===== config.mk =====
export PLATFORM = sky130hd
export DESIGN_NAME = fifo_ctrl
export DESIGN_NICKNAME = d
export VERILOG_FILES = /design/src/rtl/fifo_pkg.sv /design/src/rtl/fifo_ptr.sv /design/src/rtl/fifo_ctrl.sv
export SDC_FILE = /design/constraint.sdc
export NUM_CORES = 1
export LEC_CHECK = 0
export BUFFER_PORTS_ARGS = -buffer_cell sky130_fd_sc_hd__buf_2
export CAP_MARGIN = 20
export CORE_AREA = 2 2 39 41
export CTS_CLUSTER_SIZE = 28
export DETAILED_ROUTE_END_ITERATION = 7
export DIE_AREA = 0 0 41 43
export HOLD_SLACK_MARGIN = 0.05
export PLACE_DENSITY = 0.59
export SYNTH_ARGS = -nofsm -noshare
export SYNTH_HDL_FRONTEND = slang
export SYNTH_SLANG_ARGS = --single-unit

===== constraint.sdc =====
create_clock -name clk -period 1.25 [get_ports clk]
set_input_delay 0.0625 -clock clk [delete_from_list [all_inputs] [get_ports clk]]
set_output_delay 0.0625 -clock clk [all_outputs]
set_load 0.05 [all_outputs]

===== src/rtl/fifo_pkg.sv =====
// Shared widths and pointer type for the FIFO controller and its 4x8 register file.
package fifo_pkg;
    localparam int FIFO_ADDR_WIDTH = 2;
    localparam int FIFO_DATA_WIDTH = 8;
    typedef logic [FIFO_ADDR_WIDTH-1:0] fifo_ptr_t;
endpackage


===== src/rtl/fifo_ptr.sv =====
// Wrapping pointer register with increment enable; exposes the pointer and its successor.
module fifo_ptr
    import fifo_pkg::*;
#(
    parameter int ADDR_WIDTH = FIFO_ADDR_WIDTH
) (
    input  logic                  clk,
    input  logic                  reset,
    input  logic                  inc,
    output logic [ADDR_WIDTH-1:0] ptr,
    output logic [ADDR_WIDTH-1:0] ptr_inc
);

    logic [ADDR_WIDTH-1:0] ptr_q;
    logic [ADDR_WIDTH-1:0] ptr_d;

    // Wrap relies on natural binary overflow of the pointer width.
    assign ptr_inc = ptr_q + 1'b1;
    assign ptr     = ptr_q;

    always_comb begin
        ptr_d = ptr_q;
        if (reset) begin
            ptr_d = '0;
        end else if (inc) begin
            ptr_d = ptr_inc;
        end
    end

    always_ff @(posedge clk) begin
        ptr_q <= ptr_d;
    end

endmodule


===== src/rtl/fifo_ctrl.sv =====
// Pointer/flag controller turning the register file into a first-word-fall-through FIFO.
// Optional occupancy counter and flag consistency check enabled by FIFO_CTRL_COUNT_EN.
module fifo_ctrl
    import fifo_pkg::*;
#(
    parameter int ADDR_WIDTH = FIFO_ADDR_WIDTH
) (
    input  logic                  clk,
    input  logic                  reset,
    input  logic                  wr,
    input  logic                  rd,
    output logic                  full,
    output logic                  empty,
    output logic                  wr_en,
    output logic [ADDR_WIDTH-1:0] w_addr,
    output logic [ADDR_WIDTH-1:0] r_addr,
    output logic                  wr_err,
    output logic                  rd_err
`ifdef FIFO_CTRL_COUNT_EN
    ,
    output logic [ADDR_WIDTH:0]   count
`endif
);

    logic                  full_q, full_d;
    logic                  empty_q, empty_d;
    logic                  wr_err_q, wr_err_d;
    logic                  rd_err_q, rd_err_d;
    logic                  wr_acc, rd_acc;
    logic [ADDR_WIDTH-1:0] w_ptr, w_ptr_inc;
    logic [ADDR_WIDTH-1:0] r_ptr, r_ptr_inc;

    // A write while full is accepted only when a pop frees the head in the same cycle.
    assign wr_acc = ~reset & wr & (~full_q | rd);
    assign rd_acc = ~reset & rd & ~empty_q;

    fifo_ptr #(.ADDR_WIDTH(ADDR_WIDTH)) u_w_ptr (
        .clk     (clk),
        .reset   (reset),
        .inc     (wr_acc),
        .ptr     (w_ptr),
        .ptr_inc (w_ptr_inc)
    );

    fifo_ptr #(.ADDR_WIDTH(ADDR_WIDTH)) u_r_ptr (
        .clk     (clk),
        .reset   (reset),
        .inc     (rd_acc),
        .ptr     (r_ptr),
        .ptr_inc (r_ptr_inc)
    );

    always_comb begin
        full_d   = full_q;
        empty_d  = empty_q;
        wr_err_d = 1'b0;
        rd_err_d = 1'b0;
        if (reset) begin
            full_d  = 1'b0;
            empty_d = 1'b1;
        end else begin
            wr_err_d = wr & ~wr_acc;
            rd_err_d = rd & ~rd_acc;
            unique case ({wr_acc, rd_acc})
                2'b10: begin
                    empty_d = 1'b0;
                    full_d  = (w_ptr_inc == r_ptr);
                end
                2'b01: begin
                    full_d  = 1'b0;
                    empty_d = (r_ptr_inc == w_ptr);
                end
                default: begin
                end
            endcase
        end
    end

    always_ff @(posedge clk) begin
        full_q   <= full_d;
        empty_q  <= empty_d;
        wr_err_q <= wr_err_d;
        rd_err_q <= rd_err_d;
    end

    assign full   = full_q;
    assign empty  = empty_q;
    assign wr_err = wr_err_q;
    assign rd_err = rd_err_q;
    assign wr_en  = wr_acc;
    assign w_addr = w_ptr;
    assign r_addr = r_ptr;

`ifdef FIFO_CTRL_COUNT_EN
    logic [ADDR_WIDTH:0] count_q, count_d;

    always_comb begin
        count_d = count_q;
        if (reset) begin
            count_d = '0;
        end else if (wr_acc && !rd_acc) begin
            count_d = count_q + 1'b1;
        end else if (rd_acc && !wr_acc) begin
            count_d = count_q - 1'b1;
        end
    end

    always_ff @(posedge clk) begin
        count_q <= count_d;
    end

    assign count = count_q;

    a_flags_match_count: assert property (@(posedge clk) disable iff (reset)
        (full_q == (count_q == {1'b1, {ADDR_WIDTH{1'b0}}})) && (empty_q == (count_q == '0)));
`endif

endmodule


==> impl_metrics.env, run 1 <==
export IMPL_p_per_area_nw_per_um2=1080
export IMPL_syn_area_per_cell_um2=8.85
export IMPL_diodes=0
export IMPL_slew_headroom_pct=82.6
export IMPL_hold_viol=0
export IMPL_rrSetupSlack_ps=-120
export IMPL_r2r_end="full$_SDFFE_PP0P_"
export IMPL_rows=14
export IMPL_rsz0062_at_grt="true"
export IMPL_dieArea_um2=1760
export IMPL_post_drt_wl_per_cell_um=10.8
export IMPL_grt_max_degree=9
export IMPL_finalWirelength_um=893
export IMPL_dp_hpwl_um=592
export IMPL_failed_checks="setup timing"
export IMPL_postCtsHoldBufs=0
export IMPL_worst_pin_slew_ps=260
export IMPL_cts_buffer_depth=2
export IMPL_drt_iter0_drc=6
export IMPL_grt_overflow=0
export IMPL_drive_gt1_share_pct=53.7
export IMPL_setup_tns_ps=-150
export IMPL_synth_area_um2=380
export IMPL_reg2reg_depth=5
export IMPL_ys_types=22
export IMPL_cts_root_buf="clkbuf_4"
export IMPL_cp_max_fo=2
export IMPL_antenna_found_initial=0
export IMPL_cts_tree="done"
export IMPL_min_path_cells=2
export IMPL_vias=391
export IMPL_worstHoldEndpoint="rd_err$_SDFF_PP0_"
export IMPL_htree_levels=1
export IMPL_fmax_mhz=728
export IMPL_pin_count=13
export IMPL_status="finished with violations"
export IMPL_grt_pass1_wl_um=1170
export IMPL_finalNetCount=73
export IMPL_synth_seq_area_share_pct=42.1
export IMPL_setup_viol=2
export IMPL_synth_seq_cells=8
export IMPL_p_leak_nw=0.276
export IMPL_design_core_area_um2=1380
export IMPL_hold_path_class="in -> reg"
export IMPL_ant_nets=0
export IMPL_drc_errors=0
export IMPL_cts_sinks=8
export IMPL_worstPathArrival_ps=1560
export IMPL_stdcell_count=83
export IMPL_crit_type="reg -> reg"
export IMPL_clock_latency_ps=260
export IMPL_timing_final_max_slew_violations=0
export IMPL_cts_made_buffers=3
export IMPL_synthTopCellsByArea="dfxtp_1 (42%), nor2b_1 (8.2%), mux2i_1 (5.3%)"
export IMPL_synth_top_cell_by_area="dfxtp_1"
export IMPL_io_buffers=12
export IMPL_start_util_pct=27.5
export IMPL_gp_congestion=0.706
export IMPL_syn_nets=48
export IMPL_ys_warn_count=0
export IMPL_chipWidth_um=41
export IMPL_clock_skew_ps=6.38
export IMPL_worstHoldStart="rd"
export IMPL_die_h_um=43
export IMPL_setup_ws_ps=-125
export IMPL_postSynthCellCount=43
export IMPL_pre_cts_slack_ps=-44.4
export IMPL_max_cap_violations=0
export IMPL_cp_data_required_time_ps=1430
export IMPL_start_kind="register"
export IMPL_dr_pass1_iters=4
export IMPL_finalCriticalPeriod_ps=1370
export IMPL_post_route_period_util_pct=110
export IMPL_vdd_ir_drop_max_mv=0.335
export IMPL_r2r_start="empty$_SDFFE_PP1P_"
export IMPL_via_per_inst=4.71
export IMPL_grt_pass1_vias=299
export IMPL_area_growth_pct=61.2
export IMPL_endpoint_kind="register"
export IMPL_grt_usage_pct=10.0
export IMPL_dp_cells=77
export IMPL_clkTransAtPathRegs_ps=60
export IMPL_yosys_area_top_type_share_pct=42.1
==> final cells by class <==
class	count	area [um2]
clock buffers	4	26.3
flip-flops and latches	8	174
fillers	141	771
well taps	16	20.0
repair buffers	21	134
inverters	2	7.51
multi-input cells	32	251
==> flip-flops by register name, summed over array words and instances, names as in the netlist <==
name and count:
empty 1, u_w_ptr.ptr 2, full 1, u_r_ptr.ptr 2, wr_err 1, rd_err 1
==> critical path, cell delays in order (launching register included) <==
cell and delay (ps):
dfxtp_4 350, nor2b_4 110, nor2b_4 170, ha_4 210, or3_4 360, o22ai_2 110
==> power breakdown <==
group | leakage, nW | internal, mW | total [mW] | switching [mW]
Clock | 0.0150 | 0.123 | 0.218 | 0.0955
Combinational | 0.193 | 0.0677 | 0.165 | 0.0976
Sequential | 0.0679 | 0.266 | 0.278 | 0.0116
==> per-stage QoR <==
stage,util [%],hold WS (ps),cell area [um2],total power [mW]
global placement,38.0,365,526,0.424
global route,44.3,117,613,0.690
floorplan,-,218,397,0.379
detailed placement,38.0,364,526,0.424
CTS,40.6,97.7,562,0.651
finish,44.3,110,613,0.661
==> what timing repair did <==
item                       CTS  global route
setup endpoints to repair    3             3
gates cloned                 0             0
pin swaps                    1             3
resized for setup            1             8
setup buffers                1             1
==> worst max path at each step <==
stage | slack [ps] | from | cells past startpoint | to
floorplan | -170 | empty$_SDFFE_PP1P_ | 5 | full$_SDFFE_PP0P_
global placement | -30 | empty$_SDFFE_PP1P_ | 5 | full$_SDFFE_PP0P_
detailed placement | -40 | empty$_SDFFE_PP1P_ | 5 | full$_SDFFE_PP0P_
CTS | -50 | empty$_SDFFE_PP1P_ | 5 | full$_SDFFE_PP0P_
global route | -180 | empty$_SDFFE_PP1P_ | 5 | full$_SDFFE_PP0P_
finish | -120 | empty$_SDFFE_PP1P_ | 5 | full$_SDFFE_PP0P_
==> cell usage after synthesis (all sizes together) <==
master / number
xnor2: 1
nand3b: 1
o22ai: 1
and3b: 1
or4: 1
nor2: 3
nand3: 1
nor2b: 5
or3: 1
clkbuf: 1
o21ai: 2
a21oi: 3
o31ai: 1
inv: 2
nand2b: 3
ha: 1
xor2: 2
mux2i: 2
nand2: 2
dfxtp: 8
and2b: 1
==> routing by layer <==
| metal | up-vias | share of wire (%) | routed length [um] | GRT usage (%) |
|---|---|---|---|---|
| li1 | 197 | - | - | - |
| met1 | 176 | 42 | 378 | 12.8 |
| met2 | 18 | 52 | 462 | 15.0 |
| met3 | 0 | 5.8 | 52 | 1.57 |
| met4 | 0 | 0 | 0 | 6.00 |
| met5 | - | 0 | 0 | 0 |
==> cell families (layout without fill, tap and decap cells) <==
group | after synthesis | in the layout | synth area share (%)
AOI/OAI and AO/OA | 7 | 7 | 10.2
xor gates and xnor gates | 3 | 3 | 6.91
adders and majority gates | 1 | 1 | 3.29
buffers and inverters | 3 | 27 | 2.96
DFF | 8 | 8 | 42.1
muxes | 2 | 2 | 5.26
and+or+nand+nor | 19 | 19 | 29.3
==> cell usage in the layout (no fill, tap or decap), drive strengths merged <==
master	instances
mux2i	2
or3	1
o31ai	1
and3b	1
clkbuf	4
dfxtp	8
nand2b	3
a21oi	3
nand2	2
nor2b	5
or4	1
xor2	2
o22ai	1
xnor2	1
ha	1
nand3	1
inv	2
nand3b	1
nor2	3
o21ai	2
and2b	1
buf	21
(Power assumes the default switching activity.)
==> run 2: changes to the inputs <==
--- a/config.mk
+++ b/config.mk
@@ -8,11 +8,13 @@
 export BUFFER_PORTS_ARGS = -buffer_cell sky130_fd_sc_hd__buf_2
 export CAP_MARGIN = 20
 export CORE_AREA = 2 2 39 41
+export CTS_BUF_LIST = sky130_fd_sc_hd__clkbuf_8
 export CTS_CLUSTER_SIZE = 28
 export DETAILED_ROUTE_END_ITERATION = 7
 export DIE_AREA = 0 0 41 43
-export HOLD_SLACK_MARGIN = 0.05
+export HOLD_SLACK_MARGIN = 0.08
 export PLACE_DENSITY = 0.59
+export SLEW_MARGIN = 20
 export SYNTH_ARGS = -nofsm -noshare
 export SYNTH_HDL_FRONTEND = slang
 export SYNTH_SLANG_ARGS = --single-unit
==> run 2 against run 1 <==
- the run still ends with setup timing left
- wire length rose by 1.5%
- cell count did not move
- combinational power barely moved
- core utilization rose by 1.4 points
- power rose by 14%
- worst setup slack barely moved
- clock power rose by 44%
- sequential cell count did not move
- sequential power barely moved
- cell area rose by 3.1%
- non-clock buffer count did not move
- critical path type unchanged
- largest cell class unchanged
==> impl_metrics.env, run 2 (synthesized netlist as in run 1, its figures left out) <==
export IMPL_status="finished with violations"
export IMPL_failed_checks="setup timing"
export IMPL_busiest_layer="met2"
export IMPL_fin_util_pct=45.7
export IMPL_grt_usage_pct=10.2
export IMPL_pin_count=13
export IMPL_dp_hpwl_um=592
export IMPL_pre_cts_slack_ps=-44.4
export IMPL_min_path_cells=3
export IMPL_worst_pin_slew_ps=266
export IMPL_slowest_stage="or3_4"
export IMPL_clkTransAtPathRegs_ps=40
export IMPL_dp_cells=77
export IMPL_final_common_cell="buf_2"
export IMPL_whs_ps=140
export IMPL_cts_root_buf="clkbuf_8"
export IMPL_cts_made_buffers=3
export IMPL_via_per_inst=4.60
export IMPL_clock_skew_ps=3.69
export IMPL_stdcell_area_um2=632
export IMPL_setup_tns_ps=-146
export IMPL_crit_type="reg -> reg"
export IMPL_slowest_delay_ps=360
export IMPL_chipWidth_um=41
export IMPL_timing_final_max_slew_violations=0
export IMPL_met1_usage_pct=13.7
export IMPL_stdcell_count=83
export IMPL_cts_tree="done"
export IMPL_die_h_um=43
export IMPL_antenna_found_initial=0
export IMPL_cts_sinks=8
export IMPL_finalWirelength_um=906
export IMPL_critPathMostFrequentCell="nor2b_4"
export IMPL_vias=382
export IMPL_postCtsHoldBufs=0
export IMPL_endpoint_kind="register"
export IMPL_reg2reg_depth=5
export IMPL_gp_congestion=0.706
export IMPL_mostFrequentLayoutCells="buf_2 (11), buf_4 (9)"
export IMPL_met2_usage_pct=14.7
export IMPL_grt_overflow=0
export IMPL_power_mw=0.757
export IMPL_cp_data_required_time_ps=1400
export IMPL_grt_met3_usage_pct=1.57
export IMPL_finalCriticalPeriod_ps=1370
export IMPL_worstHoldEndpoint="wr_err$_SDFF_PP0_"
export IMPL_crit_chain="nor2b_4 > nor2b_4 > ha_4 > or3_4 > o22ai_2"
export IMPL_slew_headroom_pct=82.2
export IMPL_ant_nets=0
export IMPL_setup_viol=2
export IMPL_finalNetCount=73
export IMPL_max_cap_violations=0
export IMPL_rows=14
export IMPL_crit_start="empty$_SDFFE_PP1P_"
export IMPL_p_leak_nw=0.288
export IMPL_r2r_end="full$_SDFFE_PP0P_"
export IMPL_drive_gt1_share_pct=53.7
export IMPL_hold_viol=0
export IMPL_rsz0062_at_grt="true"
export IMPL_clock_latency_ps=220
export IMPL_post_drt_wl_per_cell_um=10.9
export IMPL_cp_max_fo=2
export IMPL_start_kind="register"
export IMPL_post_dp_cell_area_um2=526
export IMPL_htree_levels=1
export IMPL_post_route_period_util_pct=110
export IMPL_drt_iter0_drc=5
export IMPL_cts_buffer_depth=2
export IMPL_cp_num_buf_inv=0
export IMPL_dieArea_um2=1760
export IMPL_diodes=0
export IMPL_io_buffers=12
export IMPL_start_util_pct=27.5
export IMPL_area_growth_pct=66.1
export IMPL_vdd_ir_drop_max_mv=0.342
export IMPL_grt_max_degree=9
export IMPL_worstHoldStart="wr"
export IMPL_worstPathArrival_ps=1520
export IMPL_rrSetupSlack_ps=-120
export IMPL_p_per_area_nw_per_um2=1200
export IMPL_dr_pass1_iters=4
export IMPL_fmax_mhz=728
export IMPL_grt_pass1_wl_um=1190
export IMPL_drc_errors=0
export IMPL_grt_pass1_vias=291
export IMPL_hold_path_class="in -> reg"
export IMPL_design_core_area_um2=1380
export IMPL_setup_ws_ps=-124
export IMPL_r2r_start="empty$_SDFFE_PP1P_"
export IMPL_path_delay_family="simple AND/OR/NAND/NOR gates"
==> run 2: cell type report <==
type	instances	area [um2]
Fill cell	137	752
Multi-Input combinational cell	32	251
Sequential cell	8	174
Timing Repair Buffer	21	134
Clock buffer	3	41.3
Tap cell	16	20.0
Inverter	2	7.51
Clock inverter	1	3.75
==> run 2: worst max-delay path by stage <==
| stage | endpoint | cells after the start |
|---|---|---|
| 2_1_floorplan | full$_SDFFE_PP0P_ | 5 |
| 4_1_cts | full$_SDFFE_PP0P_ | 5 |
| 3_5_place_dp | full$_SDFFE_PP0P_ | 5 |
| 5_1_grt | full$_SDFFE_PP0P_ | 5 |
| 3_3_place_gp | full$_SDFFE_PP0P_ | 5 |
| 6_report | full$_SDFFE_PP0P_ | 5 |
==> run 2: routing by layer <==
metal  wire (um)  part of all wire (%)
met5           0                     0
met2         451                    50
met3          30                   3.3
met4          14                   1.5
met1         409                    45
==> run 2: timing repair <==
action                                  in CTS  in global routing
pin swaps                                    1                  3
resized for setup                            0                 10
setup buffers                                1                  1
endpoints found under the setup margin       2                  3
==> run 2: power breakdown <==
part / leakage [nW] / internal [mW] / switching (mW)
clock network: 0.0269 / 0.213 / 0.100
logic: 0.193 / 0.0677 / 0.0967
registers: 0.0679 / 0.267 / 0.0122
==> run 2: tightest hold or removal path, delay by kind of cell <==
family | cells | cell delay [ps]
buffers and inverters | 1 | 90
AND/OR/NAND/NOR | 2 | 170
